`src/rtl/ctc_word_seq_if.sv`:
```
// Word-sequencer signal bundle: serial instruction in,
// timing, word-select and pointer state out.
interface ctc_word_seq_if #(
    parameter int DIGITS = 14,
    parameter int IS_W   = 10
);
    logic                      is;
    logic                      sync;
    logic                      t0;
    logic                      ws;
    logic [$clog2(DIGITS)-1:0] digit;
    logic [3:0]                ptr;
    logic [IS_W-1:0]           inst;
    logic                      inst_vld;

    modport master (
        input  is,
        output sync, t0, ws, digit, ptr, inst, inst_vld
    );

    modport slave (
        output is,
        input  sync, t0, ws, digit, ptr, inst, inst_vld
    );
endinterface

```
`src/rtl/ctc_word_seq.sv`:
```
// Word timing, serial instruction capture, digit pointer and ws decode.
// Macro CTC_WS_EXT_FIELDS_EN enables fields S, M, W, MS (100..111).
module ctc_word_seq #(
    parameter int DIGITS   = 14,
    parameter int BPD      = 4,
    parameter int IS_W     = 10,
    parameter int IS_START = DIGITS*BPD-IS_W-1
) (
    input  logic cph2,
    input  logic nrst,
    ctc_word_seq_if.master bus
);
    localparam int N  = DIGITS*BPD;
    localparam int CW = $clog2(N);
    localparam int DW = $clog2(DIGITS);

    localparam logic [CW-1:0] LAST   = CW'(N-1);
    localparam logic [CW-1:0] WIN_LO = CW'(IS_START);
    localparam logic [CW-1:0] WIN_HI = CW'(IS_START+IS_W-1);
    localparam logic [3:0]    PMAX   = 4'(DIGITS-1);
    localparam logic [3:0]    MMAX   = 4'(DIGITS-2);

    logic [CW-1:0]   cnt_q, cnt_d;
    logic [IS_W-1:0] sr_q, sr_d;
    logic [IS_W-1:0] inst_q, inst_d;
    logic [3:0]      ptr_q, ptr_d;
    logic            arith_q, arith_d;
    logic [2:0]      field_q, field_d;
    logic            win_q, win_d;
    logic            vld_q, vld_d;

    logic            in_win;
    logic            wrap;
    logic [15:0]     nxt;
    logic [3:0]      pset;
    logic [DW-1:0]   digit;
    logic [3:0]      dg;
    logic            sel;

    assign in_win = (cnt_q >= WIN_LO) && (cnt_q <= WIN_HI);
    assign wrap   = (cnt_q == LAST);
    assign nxt    = 16'(sr_q);
    assign pset   = (nxt[9:6] > PMAX) ? PMAX : nxt[9:6];
    assign digit  = DW'(cnt_q / CW'(BPD));
    assign dg     = 4'(digit);

    // Counter, instruction shift/capture and pointer update.
    always_comb begin
        cnt_d   = wrap ? '0 : cnt_q + 1'b1;
        sr_d    = sr_q;
        inst_d  = inst_q;
        ptr_d   = ptr_q;
        arith_d = arith_q;
        field_d = field_q;
        win_d   = win_q;
        vld_d   = 1'b0;
        if (in_win) begin
            sr_d = {bus.is, sr_q[IS_W-1:1]};
            if (cnt_q == WIN_HI) begin
                win_d = 1'b1;
            end
        end
        if (wrap) begin
            sr_d  = '0;
            win_d = 1'b0;
            vld_d = win_q;
            if (win_q) begin
                inst_d  = sr_q;
                arith_d = (nxt[1:0] == 2'b10);
                field_d = nxt[4:2];
                if (nxt[3:0] == 4'b1100) begin
                    case (nxt[5:4])
                        2'b00:   ptr_d = pset;
                        2'b01:   ptr_d = (ptr_q == 4'd0) ? PMAX : ptr_q - 4'd1;
                        2'b10:   ptr_d = (ptr_q == PMAX) ? 4'd0 : ptr_q + 4'd1;
                        default: ptr_d = ptr_q;
                    endcase
                end
            end
        end
    end

    // State registers, cleared asynchronously.
    always_ff @(posedge cph2 or negedge nrst) begin
        if (!nrst) begin
            cnt_q   <= '0;
            sr_q    <= '0;
            inst_q  <= '0;
            ptr_q   <= '0;
            arith_q <= 1'b0;
            field_q <= '0;
            win_q   <= 1'b0;
            vld_q   <= 1'b0;
        end else begin
            cnt_q   <= cnt_d;
            sr_q    <= sr_d;
            inst_q  <= inst_d;
            ptr_q   <= ptr_d;
            arith_q <= arith_d;
            field_q <= field_d;
            win_q   <= win_d;
            vld_q   <= vld_d;
        end
    end

    // Digit selection for the latched field, from registers only.
    always_comb begin
        sel = 1'b0;
        case (field_q)
            3'd0:    sel = (dg == ptr_q);
            3'd1:    sel = (dg <= ptr_q);
            3'd2:    sel = (dg == 4'd2);
            3'd3:    sel = (dg <= 4'd2);
`ifdef CTC_WS_EXT_FIELDS_EN
            3'd4:    sel = (dg == PMAX);
            3'd5:    sel = (dg >= 4'd3) && (dg <= MMAX);
            3'd6:    sel = 1'b1;
            3'd7:    sel = (dg >= 4'd3);
`endif
            default: sel = 1'b0;
        endcase
    end

    assign bus.sync     = in_win;
    assign bus.t0       = (cnt_q == '0);
    assign bus.ws       = arith_q & sel;
    assign bus.digit    = digit;
    assign bus.ptr      = ptr_q;
    assign bus.inst     = inst_q;
    assign bus.inst_vld = vld_q;
endmodule

```
`src/flat_wrapper.sv`:
```
// flat-port wrapper written by rule: the top's interface ports become plain ports
module ctc_word_seq_flat 
#(
    parameter int DIGITS   = 14,
    parameter int BPD      = 4,
    parameter int IS_W     = 10,
    parameter int IS_START = DIGITS*BPD-IS_W-1
)
  (cph2, nrst, bus_is, bus_sync, bus_t0, bus_ws, bus_digit, bus_ptr, bus_inst, bus_inst_vld);
  ctc_word_seq_if #(.DIGITS(DIGITS), .IS_W(IS_W)) bus_i ();
  input  logic cph2;
  input  logic nrst;
  input wire logic [$bits(bus_i.is)-1:0] bus_is;
  output wire logic [$bits(bus_i.sync)-1:0] bus_sync;
  output wire logic [$bits(bus_i.t0)-1:0] bus_t0;
  output wire logic [$bits(bus_i.ws)-1:0] bus_ws;
  output wire logic [$bits(bus_i.digit)-1:0] bus_digit;
  output wire logic [$bits(bus_i.ptr)-1:0] bus_ptr;
  output wire logic [$bits(bus_i.inst)-1:0] bus_inst;
  output wire logic [$bits(bus_i.inst_vld)-1:0] bus_inst_vld;
  assign bus_i.is = bus_is;
  assign bus_sync = bus_i.sync;
  assign bus_t0 = bus_i.t0;
  assign bus_ws = bus_i.ws;
  assign bus_digit = bus_i.digit;
  assign bus_ptr = bus_i.ptr;
  assign bus_inst = bus_i.inst;
  assign bus_inst_vld = bus_i.inst_vld;
  ctc_word_seq #(.DIGITS(DIGITS), .BPD(BPD), .IS_W(IS_W), .IS_START(IS_START)) u_core (.cph2(cph2), .nrst(nrst), .bus(bus_i));
endmodule
```
`config.mk`:
```
export PLATFORM = sky130hd
export DESIGN_NAME = ctc_word_seq_flat
export DESIGN_NICKNAME = d
export VERILOG_FILES = /design/src/rtl/ctc_word_seq_if.sv /design/src/rtl/ctc_word_seq.sv /design/src/flat_wrapper.sv
export SDC_FILE = /design/constraint.sdc
export NUM_CORES = 1
export LEC_CHECK = 0
export ABC_CLOCK_PERIOD_IN_PS = 2090
export CAP_MARGIN = 20
export CORE_UTILIZATION = 54
export CTS_CLUSTER_DIAMETER = 200
export CTS_CLUSTER_SIZE = 20
export DETAILED_ROUTE_END_ITERATION = 8
export PLACE_DENSITY = 0.78
export SLEW_MARGIN = 5
export SYNTH_ARGS = -nofsm -noshare
export SYNTH_HDL_FRONTEND = slang
export SYNTH_SLANG_ARGS = --single-unit
```
`constraint.sdc`:
```
create_clock -name cph2 -period 2.09 [get_ports cph2]
set_clock_uncertainty 0.05 [all_clocks]
set_input_delay 0.418 -clock cph2 [delete_from_list [all_inputs] [get_ports cph2]]
set_output_delay 0.418 -clock cph2 [all_outputs]
set_load 0.005 [all_outputs]
```
==> flow_metrics.py <==
metrics = {
    "outcome": {
        "run_status": "complete, but fails checks",
        "failed_checks": "setup timing",
    },
    "synth": {
        "post_synth.cell_area_avg_um2": 11.3,
        "synth.area.top_cells": "dfrtp_1 (44%), ha_1 (9.3%), mux2i_1 (5.8%)",
        "synthArstFlopShare_pct": 100,
        "synth-seq-area-share_pct": 43.9,
        "ys_ff_latch": 33,
        "synth_area_um2": 1880,
        "synthFlopType": "dfrtp_1",
        "synth.top_cell.area_share_pct": 43.9,
        "synth_edf_count": 0,
        "synth_top_area_cell": "dfrtp_1",
        "netlist_instances": 166,
        "yosys_warnings": 0,
        "synth_cell_types": 42,
        "synth_nets": 183,
    },
    "cells_and_area": {
        "nets": 233,
        "nFillCells": 222,
        "drive_above_1_share_pct": 33.2,
        "final_common_cell": "dfrtp_1",
        "seq_area_um2": 826,
        "diodes": 0,
        "multi_input_area_um2": 1030,
        "areaGrowthSynthToFinish_pct": 31.3,
        "fin_util_pct": 74.1,
        "final_cell_count_no_fill": 263,
        "mostFrequentLayoutCells": "dfrtp_1 (33), buf_4 (25), clkdlybuf4s50_1 (21)",
    },
    "timing": {
        "hold_viol_final": 0,
        "rsz0062_at_grt": "yes",
        "fmax_mhz": 407,
        "relSlewSlack_pct": 72.3,
        "worst_slew_pin_slew_ps": 416,
        "finalSetupViolCount": 2,
        "timing.hold.ws_ps": 420,
        "slew_viol_final": 0,
        "final.min_clock_period_ps": 2460,
        "fin_ws_ps": -369,
        "period_share_pct": 118,
        "tns_ps": -419,
    },
    "pwr": {
        "p_clk_share_pct": 33.9,
        "power.net_switching_mw": 0.241,
        "p_leak_nw": 1.17,
        "power.share.switching_pct": 23.6,
        "combPwrFrac_pct": 2.6,
        "ir_drop_mv": 0.329,
        "power_density_nw_per_um2": 413,
        "p_int_mw": 0.779,
        "seqPwrFrac_pct": 63.6,
    },
    "clock_network": {
        "cts_buffers": 5,
        "cts.htree.levels": 2,
        "worstSkewPairLatency_ps": 340,
        "clk_pin_slew_worst_paths_ps": 110,
        "cts_tree": "built",
        "cts_num_sinks": 33,
        "postCtsHoldBufs": 0,
        "cts_max_path_buffers": 2,
        "cts-root-buf": "clkbuf_4",
    },
    "floorplanning": {
        "die-area_um2": 3730,
        "die-width_um": 61.1,
        "ioPinCount": 25,
        "die_h_um": 61.1,
        "initial_core_util_pct": 56.4,
        "core.rowCount": 21,
        "core-area_um2": 3340,
    },
    "worst_setup_path": {
        "path_cells": "ha_4 > nor2b_4 > o21a_1 > o21ai_1 > nand3b_1 > a2111oi_4 > buf_2",
        "worstReg2RegStart": "u_core.cnt_q[3]",
        "path_max_fanout": 2,
        "end_kind": "output pin",
        "start_kind": "flip-flop",
        "critPathLaunch": "u_core.cnt_q[3]",
        "cp_slowest_cell": "dfrtp_1",
        "arrival_ps": 1990,
        "required_ps": 1620,
        "critPathKind": "reg2out",
        "crit_family": "compound AO/OA/AOI/OAI gates",
        "cpPeakStageDelay_ps": 420,
        "cp_num_buf_inv": 1,
    },
    "drt": {
        "initialDrtViolationCount": 121,
        "wl_per_cell_um": 16.1,
        "drt_wl_total_mm": 4.24,
        "avgViaCountPerCell": 5.43,
        "dr.pass1.iters": 4,
        "dr_total_vias": 1428,
        "ant_nets": 0,
        "drc": 0,
    },
    "global_routing": {
        "grtUsageTotal_pct": 25.7,
        "antenna_found_initial": 0,
        "grt_max_degree": 34,
        "grt-ovfl-total": 0,
        "grt_pass1_vias": 1441,
        "grt_pass1_wl_mm": 6.79,
    },
    "placed_design": {
        "placed_cells": 245,
        "io_buffers": 24,
        "post-place-ws_ps": -503,
        "place_congestion": 0.817,
        "dpl.hpwl_mm": 2.95,
    },
    "min_path": {
        "min_path_type": "in2async",
    },
    "flow_run": {
        "cap_violations": 0,
    },
}
-- per-stage QoR --
stage / total power [mW] / cell area (um2)
floorplan: 0.667 / 1890
global placement: 0.687 / 2250
detailed placement: 0.688 / 2250
CTS: 1.03 / 2410
global route: 1.07 / 2470
finish: 1.02 / 2470
-- sequential cells by signal (all words and copies together), names as in the netlist --
signal	count
u_core.cnt_q	6
u_core.bus.inst	8
u_core.field_q	2
u_core.arith_q	1
u_core.bus.ptr	4
u_core.win_q	1
u_core.bus.inst_vld	1
u_core.sr_q	10
-- logic make-up after synthesis --
group                    Yosys count  share of synthesized area (%)
multiplexers                      21                           13.2
AND/OR/NAND/NOR                   39                           10.8
buffers and inverters             22                           7.11
XOR/XNOR                           4                           1.86
flip-flops                        33                           43.9
adder cells (fa/ha/maj)           14                           9.30
AO/OA/AOI/OAI                     33                           13.9
-- timing repair --
item | CTS | global route
pin swaps | 5 | 6
endpoints found under the setup margin | 3 | 2
buffers inserted | 6 | 5
resized for setup | 26 | 6
gates cloned | 0 | 0
-- cells in the mapped netlist, drive strengths merged (3+ instances only) --
| cell type | n |
|---|---|
| ha | 14 |
| nand3b | 3 |
| mux2 | 10 |
| nor2b | 3 |
| mux2i | 11 |
| a21oi | 6 |
| buf | 9 |
| dfrtp | 33 |
| inv | 12 |
| nor2 | 20 |
| nand2 | 4 |
| o21ai | 9 |
-- layer usage --
| layer | global-route usage [%] | routed length, um | vias to the layer above | part of all wire [%] |
|---|---|---|---|---|
| li1 | - | - | 683 | - |
| met1 | 32.8 | 1900 | 701 | 45 |
| met2 | 43.9 | 2130 | 35 | 50 |
| met3 | 3.36 | 141 | 9 | 3.3 |
| met4 | 11.4 | 73 | 0 | 1.7 |
| met5 | 0 | 0 | - | 0 |
-- final timing paths --
check                                      to  slack (ps)  depth (start not counted)
max                                    bus_ws        -370                          7
min                              u_core.win_q         420                          2
max reg2reg                 u_core.bus.ptr[0]          20                          8
min reg2reg                u_core.bus.inst[6]         470                          1
max in group asynchronous      u_core.sr_q[7]        1270                          2
min in group cph2          u_core.bus.inst[6]         470                          1
-- power groups by stage --
stage | clock, mW | sequential (mW) | combinational (mW)
after global routing | 0.386 | 0.649 | 0.0303
after CTS | 0.351 | 0.648 | 0.0272
after floorplan | 0 | 0.659 | 0.00808
final | 0.346 | 0.648 | 0.0261
after global placement | 0 | 0.660 | 0.0264
after detailed placement | 0 | 0.661 | 0.0270
-- worst reg2reg max path, delay by kind of cell (launching register included) --
family                 cells  cell delay [ps]
AOI/OAI and AO/OA          2              180
buffers and inverters      3              400
DFF                        1              420
and+or+nand+nor            3              970
-- final cells by class --
cell class                      instances  share of cell area, %
Multi-Input combinational cell        111                   41.7
Sequential cell                        33                   33.4
Timing Repair Buffer                   53                   18.7
Tap cell                               46                   2.33
Inverter                               12                   1.82
Clock buffer                            6                   1.67
Clock inverter                          2                  0.405
No activity file was read; power rests on OpenSTA's default activity.
